<file path="src/rtl/imem_pkg.sv">
// Shared definitions for the instruction-memory loader: word/byte widths,
// loader FSM states and the word-index to byte-address mapping.
package imem_pkg;

  localparam int IMEM_WORD_W = 32;
  localparam int IMEM_BYTE_W = 8;

  typedef enum logic [1:0] {
    IDLE  = 2'd0,
    RECV  = 2'd1,
    WRITE = 2'd2,
    DONE  = 2'd3
  } ld_state_e;

  // Instruction memory indexes words with A[31:2], so word n lives at base + 4n.
  function automatic logic [IMEM_WORD_W-1:0] word_to_byte_addr(
    input logic [IMEM_WORD_W-1:0] idx,
    input logic [IMEM_WORD_W-1:0] base
  );
    return base + (idx << 2);
  endfunction

endpackage

</file>
<file path="src/rtl/imem_loader_if.sv">
// Loader bus: inbound byte stream (valid/ready/last) plus the outbound
// instruction-memory write port. The loader uses the slave view.
interface imem_loader_if;
  import imem_pkg::*;

  logic                   in_valid;
  logic [IMEM_BYTE_W-1:0] in_data;
  logic                   in_last;
  logic                   in_ready;
  logic                   mem_we;
  logic [IMEM_WORD_W-1:0] mem_addr;
  logic [IMEM_WORD_W-1:0] mem_wdata;

  modport master (
    output in_valid, in_data, in_last,
    input  in_ready, mem_we, mem_addr, mem_wdata
  );

  modport slave (
    input  in_valid, in_data, in_last,
    output in_ready, mem_we, mem_addr, mem_wdata
  );
endinterface

</file>
<file path="src/rtl/byte_packer.sv">
// Little-endian byte-to-word packer. Holds the byte lane counter and the
// word under assembly; flags when a byte completes the word (4th byte) or
// ends it early (last byte of the image on a partial word).
module byte_packer
  import imem_pkg::*;
(
  input  logic                   clk,
  input  logic                   rst_n,
  input  logic                   clr,
  input  logic                   acc,
  input  logic [IMEM_BYTE_W-1:0] data,
  input  logic                   last,
  output logic [IMEM_WORD_W-1:0] word,
  output logic                   word_full,
  output logic                   part_last
);

  logic [1:0] byte_idx;

  assign word_full = acc && (byte_idx == 2'd3);
  assign part_last = acc && last && (byte_idx != 2'd3);

  // Insert accepted bytes into their lane; a clear zeroes the word so
  // unfilled upper lanes of a short final word read as zero.
  always_ff @(posedge clk or negedge rst_n) begin
    if (!rst_n) begin
      byte_idx <= 2'd0;
      word     <= '0;
    end else if (clr) begin
      byte_idx <= 2'd0;
      word     <= '0;
    end else if (acc) begin
      word[{byte_idx, 3'b000} +: IMEM_BYTE_W] <= data;
      byte_idx <= (word_full || part_last) ? 2'd0 : byte_idx + 2'd1;
    end
  end

endmodule

</file>
<file path="src/rtl/imem_loader.sv">
// Instruction-memory loader: assembles a byte stream into 32-bit words,
// writes them to consecutive word addresses from BASE_ADDR and holds the
// core until the image (in_last or DEPTH words) is complete.
// Optional: define IMEM_LOADER_CHECKSUM_EN to add a running mod-2^32 sum
// of the written words on the checksum output.
module imem_loader
  import imem_pkg::*;
#(
  parameter int               DEPTH     = 64,
  parameter logic [31:0]      BASE_ADDR = 32'h0000_0000
) (
  input  logic                   clk,
  input  logic                   rst_n,
  input  logic                   start,
  imem_loader_if.slave           bus,
  output logic                   cpu_hold,
  output logic                   done,
`ifdef IMEM_LOADER_CHECKSUM_EN
  output logic [IMEM_WORD_W-1:0] checksum,
`endif
  output logic [$clog2(DEPTH):0] words_loaded
);

  localparam int            CW       = $clog2(DEPTH) + 1;
  localparam logic [CW-1:0] LAST_IDX = CW'(DEPTH - 1);

  ld_state_e              state;
  logic [CW-1:0]          word_idx;
  logic                   last_q;
  logic                   mem_we_q;
  logic [IMEM_WORD_W-1:0] mem_addr_q;
  logic [IMEM_WORD_W-1:0] word;
  logic                   acc;
  logic                   word_full;
  logic                   part_last;
  logic                   word_end;
  logic                   load_end;
  logic                   pk_clr;

  assign bus.in_ready  = (state == RECV);
  assign bus.mem_we    = mem_we_q;
  assign bus.mem_addr  = mem_addr_q;
  assign bus.mem_wdata = word;

  assign acc      = bus.in_valid && bus.in_ready;
  assign word_end = word_full || part_last;
  assign load_end = last_q || (word_idx == LAST_IDX);

  byte_packer u_packer (
    .clk       (clk),
    .rst_n     (rst_n),
    .clr       (pk_clr),
    .acc       (acc),
    .data      (bus.in_data),
    .last      (bus.in_last),
    .word      (word),
    .word_full (word_full),
    .part_last (part_last)
  );

  // Packer is wiped on a new load and after each write that continues the load;
  // on the final write the word is left intact for inspection.
  always_comb begin
    pk_clr = 1'b0;
    case (state)
      IDLE, DONE: pk_clr = start;
      WRITE:      pk_clr = !load_end;
      default:    pk_clr = 1'b0;
    endcase
  end

  // Load sequencer: receive bytes, issue one write strobe per word, finish on
  // in_last or after the last memory word, hold the core until finished.
  always_ff @(posedge clk or negedge rst_n) begin
    if (!rst_n) begin
      state        <= IDLE;
      word_idx     <= '0;
      words_loaded <= '0;
      last_q       <= 1'b0;
      mem_we_q     <= 1'b0;
      mem_addr_q   <= BASE_ADDR;
      cpu_hold     <= 1'b1;
      done         <= 1'b0;
`ifdef IMEM_LOADER_CHECKSUM_EN
      checksum     <= '0;
`endif
    end else begin
      case (state)
        IDLE, DONE: begin
          if (start) begin
            state        <= RECV;
            word_idx     <= '0;
            words_loaded <= '0;
            last_q       <= 1'b0;
            mem_addr_q   <= BASE_ADDR;
            cpu_hold     <= 1'b1;
            done         <= 1'b0;
`ifdef IMEM_LOADER_CHECKSUM_EN
            checksum     <= '0;
`endif
          end
        end
        RECV: begin
          if (word_end) begin
            state      <= WRITE;
            last_q     <= bus.in_last;
            mem_we_q   <= 1'b1;
            mem_addr_q <= word_to_byte_addr(32'(word_idx), BASE_ADDR);
          end
        end
        WRITE: begin
          mem_we_q     <= 1'b0;
          word_idx     <= word_idx + 1'b1;
          words_loaded <= words_loaded + 1'b1;
`ifdef IMEM_LOADER_CHECKSUM_EN
          checksum     <= checksum + word;
`endif
          if (load_end) begin
            state    <= DONE;
            cpu_hold <= 1'b0;
            done     <= 1'b1;
          end else begin
            state    <= RECV;
          end
        end
        default: state <= IDLE;
      endcase
    end
  end

endmodule

</file>
<file path="src/flat_wrapper.sv">
// flat-port wrapper written by rule: the top's interface ports become plain ports
module imem_loader_flat import imem_pkg::*;
#(
  parameter int               DEPTH     = 64,
  parameter logic [31:0]      BASE_ADDR = 32'h0000_0000
)
  (clk, rst_n, start, cpu_hold, done, words_loaded, bus_in_valid, bus_in_data, bus_in_last, bus_in_ready, bus_mem_we, bus_mem_addr, bus_mem_wdata);
  imem_loader_if bus_i ();
  input  logic clk;
  input  logic rst_n;
  input  logic start;
  output logic cpu_hold;
  output logic done;
  output logic [$clog2(DEPTH):0] words_loaded;
  input wire logic [$bits(bus_i.in_valid)-1:0] bus_in_valid;
  input wire logic [$bits(bus_i.in_data)-1:0] bus_in_data;
  input wire logic [$bits(bus_i.in_last)-1:0] bus_in_last;
  output wire logic [$bits(bus_i.in_ready)-1:0] bus_in_ready;
  output wire logic [$bits(bus_i.mem_we)-1:0] bus_mem_we;
  output wire logic [$bits(bus_i.mem_addr)-1:0] bus_mem_addr;
  output wire logic [$bits(bus_i.mem_wdata)-1:0] bus_mem_wdata;
  assign bus_i.in_valid = bus_in_valid;
  assign bus_i.in_data = bus_in_data;
  assign bus_i.in_last = bus_in_last;
  assign bus_in_ready = bus_i.in_ready;
  assign bus_mem_we = bus_i.mem_we;
  assign bus_mem_addr = bus_i.mem_addr;
  assign bus_mem_wdata = bus_i.mem_wdata;
  imem_loader #(.DEPTH(DEPTH), .BASE_ADDR(BASE_ADDR)) u_core (.clk(clk), .rst_n(rst_n), .start(start), .bus(bus_i), .cpu_hold(cpu_hold), .done(done), .words_loaded(words_loaded));
endmodule
</file>
<file path="config.mk">
export PLATFORM = sky130hd
export DESIGN_NAME = imem_loader_flat
export DESIGN_NICKNAME = d
export VERILOG_FILES = /design/src/rtl/imem_pkg.sv /design/src/rtl/imem_loader_if.sv /design/src/rtl/byte_packer.sv /design/src/rtl/imem_loader.sv /design/src/flat_wrapper.sv
export SDC_FILE = /design/constraint.sdc
export NUM_CORES = 1
export LEC_CHECK = 0
export CAP_MARGIN = 20
export CORE_MARGIN = 8
export CORE_UTILIZATION = 43
export DETAILED_ROUTE_END_ITERATION = 7
export PLACE_DENSITY = 0.76
export SYNTH_ARGS = -nofsm -noshare
export SYNTH_HDL_FRONTEND = slang
export SYNTH_SLANG_ARGS = --single-unit
</file>
<file path="constraint.sdc">
create_clock -name clk -period 1.6 [get_ports clk]
set_clock_uncertainty 0.05 [all_clocks]
set_input_delay 0.4 -clock clk [delete_from_list [all_inputs] [get_ports clk]]
set_output_delay 0.4 -clock clk [all_outputs]
set_load 0.1 [all_outputs]
</file>
# Yosys cells after proc, flatten, opt, wreduce, memory -nomap -nowiden
# Index checks and enable logic that the tools add are counted.
[totals] register_bits=86 in_bits=13 output_inout_bits=75 wordCells=70
[classes] eq_ne=9 shifts=2 reduce_logical=18 addsub=4 mux=27
[op_table] op="$mux 32" count=4
[op_table] op="$pmux 32 s2" count=1
[op_table] op="$bwmux 32" count=1
[op_table] op="$shift 8x7->32 const A" count=1
[op_table] op="$shiftx 8x7->32" count=1
[op_table] op="$pmux 7 s2" count=2
[op_table] op="$add 7x1->7 const B" count=2
[op_table] op="$mux 2" count=6
[op_table] op="$pmux 1 s2" count=5
[op_table] op="$reduce_bool 2->1" count=4
[op_table] op="$eq 7x6->1 const B" count=1
[op_table] op="$mux 7" count=1
[op_table] op="$neg 5->7" count=1
[op_table] op="$eq 2x2->1 const B" count=3
[op_table] op="$mux 1" count=6
[op_table] op="$ne 2x2->1 const B" count=3
[op_table] op="$pmux 2 s3" count=1
[op_table] op="$reduce_and 2->1" count=3
[op_table] op="$reduce_and 3->1" count=2
[op_table] op="$logic_and 1x1->1" count=4
[op_table] op="$add 2x1->2 const B" count=1
[op_table] op="$eq 2x1->1 const B" count=1
[op_table] op="$logic_not 2->1" count=1
[op_table] op="$logic_or 1x1->1" count=2
[op_table] op="3 further kinds" count=3

# Longest topological paths before layout
[depth] word_depth=8 ltp_mapped=7 depth_no_buf=6

# Modules after synthesis
# Synthesis repeated with hierarchy kept, for this count alone.
[unflattened] cells_unflattened=284 hier_area_um2=3059.2
[modules_own_cells] mod="byte_packer" area_each_um2=1595.3 instances=1 seq_area_each_um2=850.8 cells_per_inst=134
[modules_own_cells] mod="imem_loader" area_each_um2=1463.9 instances=1 seq_area_each_um2=676.9 cells_per_inst=150

# Least setup slack after synthesis
# OpenSTA, ideal clock, no wires.
[synth_timing] path_kind="reg2reg" start="reg u_core.state[1]" end="reg u_core.u_packer.word[10]" path_stages_with_launch=8 period_less_slack_ns=2.389 setup_time_ns=0.075 arrival_time_ns=2.264 setup_slack_ns=-0.789 path_buffers=1 path_cell_list="dfrtp_1 -> inv_1 -> ha_1 -> buf_6 -> nand3_2 -> nor4b_4 -> a22oi_1 -> nor2_1"
[synth_via] elab_cells_between_ends=9
[synth_lines] element="start, declared" line="imem_loader.sv:27" text="ld_state_e state;"
[synth_lines] element="start signal, assigned" line="imem_loader.sv:76" text="state <= IDLE;"
[synth_lines] element="start signal, assigned" line="imem_loader.sv:91" text="state <= RECV;"
[synth_lines] element="start signal, assigned" line="imem_loader.sv:105" text="state <= WRITE;"
[synth_lines] element="$eq 2x1->1" line="imem_loader.sv:40" text="assign bus.in_ready = (state == RECV);"
[synth_lines] element="net bus_in_ready" line="flat_wrapper.sv:18" text="output wire logic [$bits(bus_i.in_ready)-1:0] bus_in_ready;"
[synth_lines] element="$logic_and 1x1->1" line="imem_loader.sv:45" text="assign acc = bus.in_valid && bus.in_ready;"
[synth_lines] element="$reduce_bool 2->1 (no line)"
[synth_lines] element="end signal, assigned by index" line="byte_packer.sv:33" text="word[{byte_idx, 3'b000} +: IMEM_BYTE_W] <= data;"
[synth_lines] element="end, declared" line="byte_packer.sv:13" text="output logic [IMEM_WORD_W-1:0] word,"
# The timed path passes the listed nets, and every way through them passes these cells.
# A chain may end at the register's enable or synchronous reset.

# Worst setup path in the final report
[layout_timing] start="reg u_core.state[0]" end="reg u_core.u_packer.word[8]"
[layout_via] elab_chain_len=4 elab_cells_between_ends=9
[layout_lines] element="$eq 2x2->1 / $logic_not 2->1 (equally long branches)" line="imem_loader.sv:65" text="case (state)"
[layout_lines] element="$reduce_or 2->1" line="imem_loader.sv:65"
[layout_lines] element="$pmux 1 s2" line="imem_loader.sv:65"
[layout_lines] element="$mux 32 / $reduce_bool 2->1 (equally long branches)"
# Parallel ways exist; a longest one is shown, timed or not.

==> results.py <==
metrics = {
    "run_status": {
        "outcome": "finished, violations left",
        "failed_checks": "negative setup slack",
    },
    "finish": {
        "final_nets": 440,
        "multiInputGateArea_um2": 1575,
        "area.sequential_um2": 1533,
        "layout-drive-gt1-share_pct": 38.72,
        "insertedDiodeCount": 0,
        "post_layout_nonfiller_instances": 520,
        "synthToLayoutAreaGrowth_pct": 65.14,
        "area_of_all_placed_cells_without_fillers_um2": 5151,
        "n_fill_cell": 500,
    },
    "place": {
        "io_buffer_count": 62,
        "detailed_place_hpwl_um": 6187,
        "placed_cells": 488,
        "gpl.final_weighted_congestion": 0.7759,
        "dpl_cell_area_um2": 4566,
    },
    "cts": {
        "cts_made_buffers": 9,
        "cts_max_path_buffers": 2,
        "numClockSinks": 61,
        "htree_num_levels": 3,
        "tritoncts_clock_tree": "yes",
        "clk_pin_slew_worst_paths_ns": 0.07,
        "worst_skew_pair.late_latency_ns": 0.35,
        "cts_root_buf": "clkbuf_8",
    },
    "logic_synthesis": {
        "ys_seq_elements": 61,
        "syn_area_um2": 3119,
        "synth_top_area_share_pct": 48.13,
        "synth_area_leaders": "dfrtp_1, a22oi_1, buf_4",
        "async_flop_share_pct": 100.0,
        "number_of_instances_in_the_synthesized_netlist": 299,
        "synthTopCellsByCount": "dfrtp_1, nor2_1, a22oi_1",
        "synth_ff_type": "dfrtp_1",
        "synthDominantAreaCellType": "dfrtp_1",
        "synth.distinct_cells": 43,
        "synth_area_per_cell_um2": 10.43,
        "synth_edf_count": 0,
        "synth-seq-area-share_pct": 48.98,
        "synth_warnings": 0,
        "most_common_cell_in_the_synthesized_netlist": "dfrtp_1",
    },
    "detailed_routing": {
        "detail_route.wirelength_um": 9443,
        "wl_per_cell_um": 18.16,
        "detailroute.via_count": 2745,
        "final_antenna_net_count": 0,
        "post-route-drc-count": 0,
        "detailedRoute.firstIterationViolations": 123,
        "via_per_inst": 5.279,
        "drt_first_pass_iters": 5,
    },
    "timing": {
        "post-route-period-util_pct": 113.8,
        "setup_ws_ns": -0.2202,
        "maxClockFrequency_ghz": 0.5494,
        "final-setup-viol-count": 55,
        "final-max-slew-violation-count": 0,
        "rsz_0062_raised_after_global_routing": "true",
        "min_cycle_time_layout_ns": 1.820,
        "hold_viol": 0,
    },
    "floorplan": {
        "row_count": 31,
        "core_area_um2": 7137,
        "dieWidth_um": 101.2,
        "effective_utilization_at_floorplan_pct": 43.71,
        "floorplan.io_pins": 88,
        "fp.dieArea_um2": 10240,
        "die_height_um": 101.2,
    },
    "flow_run": {
        "max_cap_viol_count": 0,
    },
    "global_routing": {
        "grt_usage_pct": 17.31,
        "grt_start_max_net_pins": 41,
        "antenna_violations_before_repair": 0,
        "first_global_vias": 2703,
        "grt_first_pass_wirelength_um": 13810,
        "grt_remaining_overflow": 0,
    },
    "hold_path": {
        "holdCritStartpoint": "u_core.cpu_hold",
        "min_path_type": "reg -> reg",
        "min_delay_worst_endpoint": "u_core.cpu_hold",
        "min_path_cells": 2,
    },
    "worst_setup_path": {
        "worstSetupStartpoint": "u_core.state[0]",
        "worstSetupPathType": "reg -> reg",
        "critical_path.reg2reg.endpoint": "u_core.u_packer.word[8]",
        "worst-endpoint-required_ns": 1.78,
        "critical_path.endpoint_type": "flip-flop",
        "critical_path.reg2reg.startpoint": "u_core.state[0]",
        "ff2ff_setup_slack_ns": -0.22,
        "timing.critical_path.fanout_max": 8,
        "cp_data_arrival_time_ns": 2.00,
        "cp-start-kind": "flip-flop",
        "reg2reg_depth": 7,
    },
    "power": {
        "cellLeakagePower_uw": 0.002289,
        "power_per_cell_area_nw_per_um2": 1948,
        "ir_drop_mv": 1.292,
        "p_total_uw": 10040,
    },
}
-- cell usage in the layout (no fill, tap or decap), types with 2 or more instances in the layout --
master           count
a211o_4              2
a21oi_1              3
a221oi_2             2
a22oi_1             33
a32oi_1              2
buf_12              54
buf_4               35
buf_6               10
clkbuf_16            3
clkbuf_8            11
clkdlybuf4s50_1     10
clkinvlp_4           2
conb_1              25
dfrtp_1             56
dfrtp_2              4
ha_1                 7
ha_2                 2
ha_4                 2
inv_1                6
inv_4                2
mux2i_1              4
mux2i_4              2
nand2_1             21
nand2_2              3
nand2b_4             2
nand3_1              5
nand3_4              3
nor2_1              44
nor2b_1              2
nor2b_4              2
nor3_1               2
nor3_2               3
nor4b_4              3
o21ai_0             11
o21ai_1              9
or3_1                3
xnor2_1              7
-- worst max path at each step --
stage                               end  cells past startpoint
3_5_place_dp     u_core.bus.mem_addr[4]                      6
3_3_place_gp     u_core.bus.mem_addr[4]                      6
4_1_cts                    bus_in_ready                      4
5_1_grt         u_core.u_packer.word[2]                      8
2_1_floorplan  u_core.u_packer.word[10]                      7
6_report        u_core.u_packer.word[8]                      7
-- stage by stage --
| stage | TNS (ns) | utilization (%) | hold WS (ns) | setup slack [ns] |
|---|---|---|---|---|
| finish | -8.521 | 72.18 | 0.4844 | -0.2202 |
| global route | -11.55 | 72.18 | 0.5116 | -0.2637 |
| CTS | -5.694 | 68.50 | 0.4888 | -0.1711 |
| detailed placement | -15.54 | 63.97 | 0.3607 | -0.3750 |
| global placement | -13.09 | 63.97 | 0.3511 | -0.3171 |
| floorplan | -8.659 | - | 0.05441 | -0.2549 |
-- power breakdown --
group	switching, uW	leakage (uW)	internal (uW)
registers	346	0.000824	1840
logic	3820	0.00136	2570
clock network	656	0.000102	804
total	4820	0.00229	5210
-- flip-flops by register name, indices dropped and copies added (netlist names) --
signal / flops
u_core.u_packer.word: 32
u_core.bus.mem_addr: 7
u_core.word_idx: 7
u_core.words_loaded: 7
u_core.state: 2
u_core.u_packer.byte_idx: 2
u_core.bus.mem_we: 1
u_core.cpu_hold: 1
u_core.done: 1
u_core.last_q: 1
-- layout make-up --
class,count,area share (%)
Sequential cell,61,29.75
Clock buffer,11,2.939
Tap cell,99,2.405
Clock inverter,5,1.142
Timing Repair Buffer,116,32.50
Inverter,8,0.6801
Multi-Input combinational cell,220,30.58
-- cell families after synthesis --
kind of cell / after synthesis / synth area share [%]
AOI/OAI and AO/OA: 71 / 15.77
xor gates and xnor gates: 7 / 1.966
adders and majority gates: 11 / 4.412
buffers and inverters: 44 / 9.787
DFF: 61 / 48.98
muxes: 5 / 1.605
other: 1 / 0.1202
and+or+nand+nor: 99 / 17.37
-- critical path, stage by stage, from the launching register on --
cell and delay, ns:
dfrtp_1 0.40, buf_6 0.14, ha_1 0.22, or3b_4 0.39
o22ai_4 0.13, buf_12 0.16, clkbuf_16 0.15, nor2_1 0.05
-- metal layers --
| metal | GRT usage [%] | vias to the layer above | wire [um] |
|---|---|---|---|
| met5 | 0 | - | 0 |
| met4 | 6.644 | 0 | 173 |
| met3 | 8.041 | 18 | 997 |
| met2 | 28.34 | 124 | 4729 |
| met1 | 19.17 | 1366 | 3543 |
| li1 | - | 1237 | - |
-- repair_timing --
action / in CTS / in global routing
gates cloned: 1 / 6
pin swaps: 2 / 21
endpoints found under the setup margin: 53 / 61
gates resized for setup: 17 / 28
endpoints found under the hold margin: 39 / 0
hold buffers: 1 / 0
buffers inserted: 4 / 5
(Power assumes the default switching activity.)
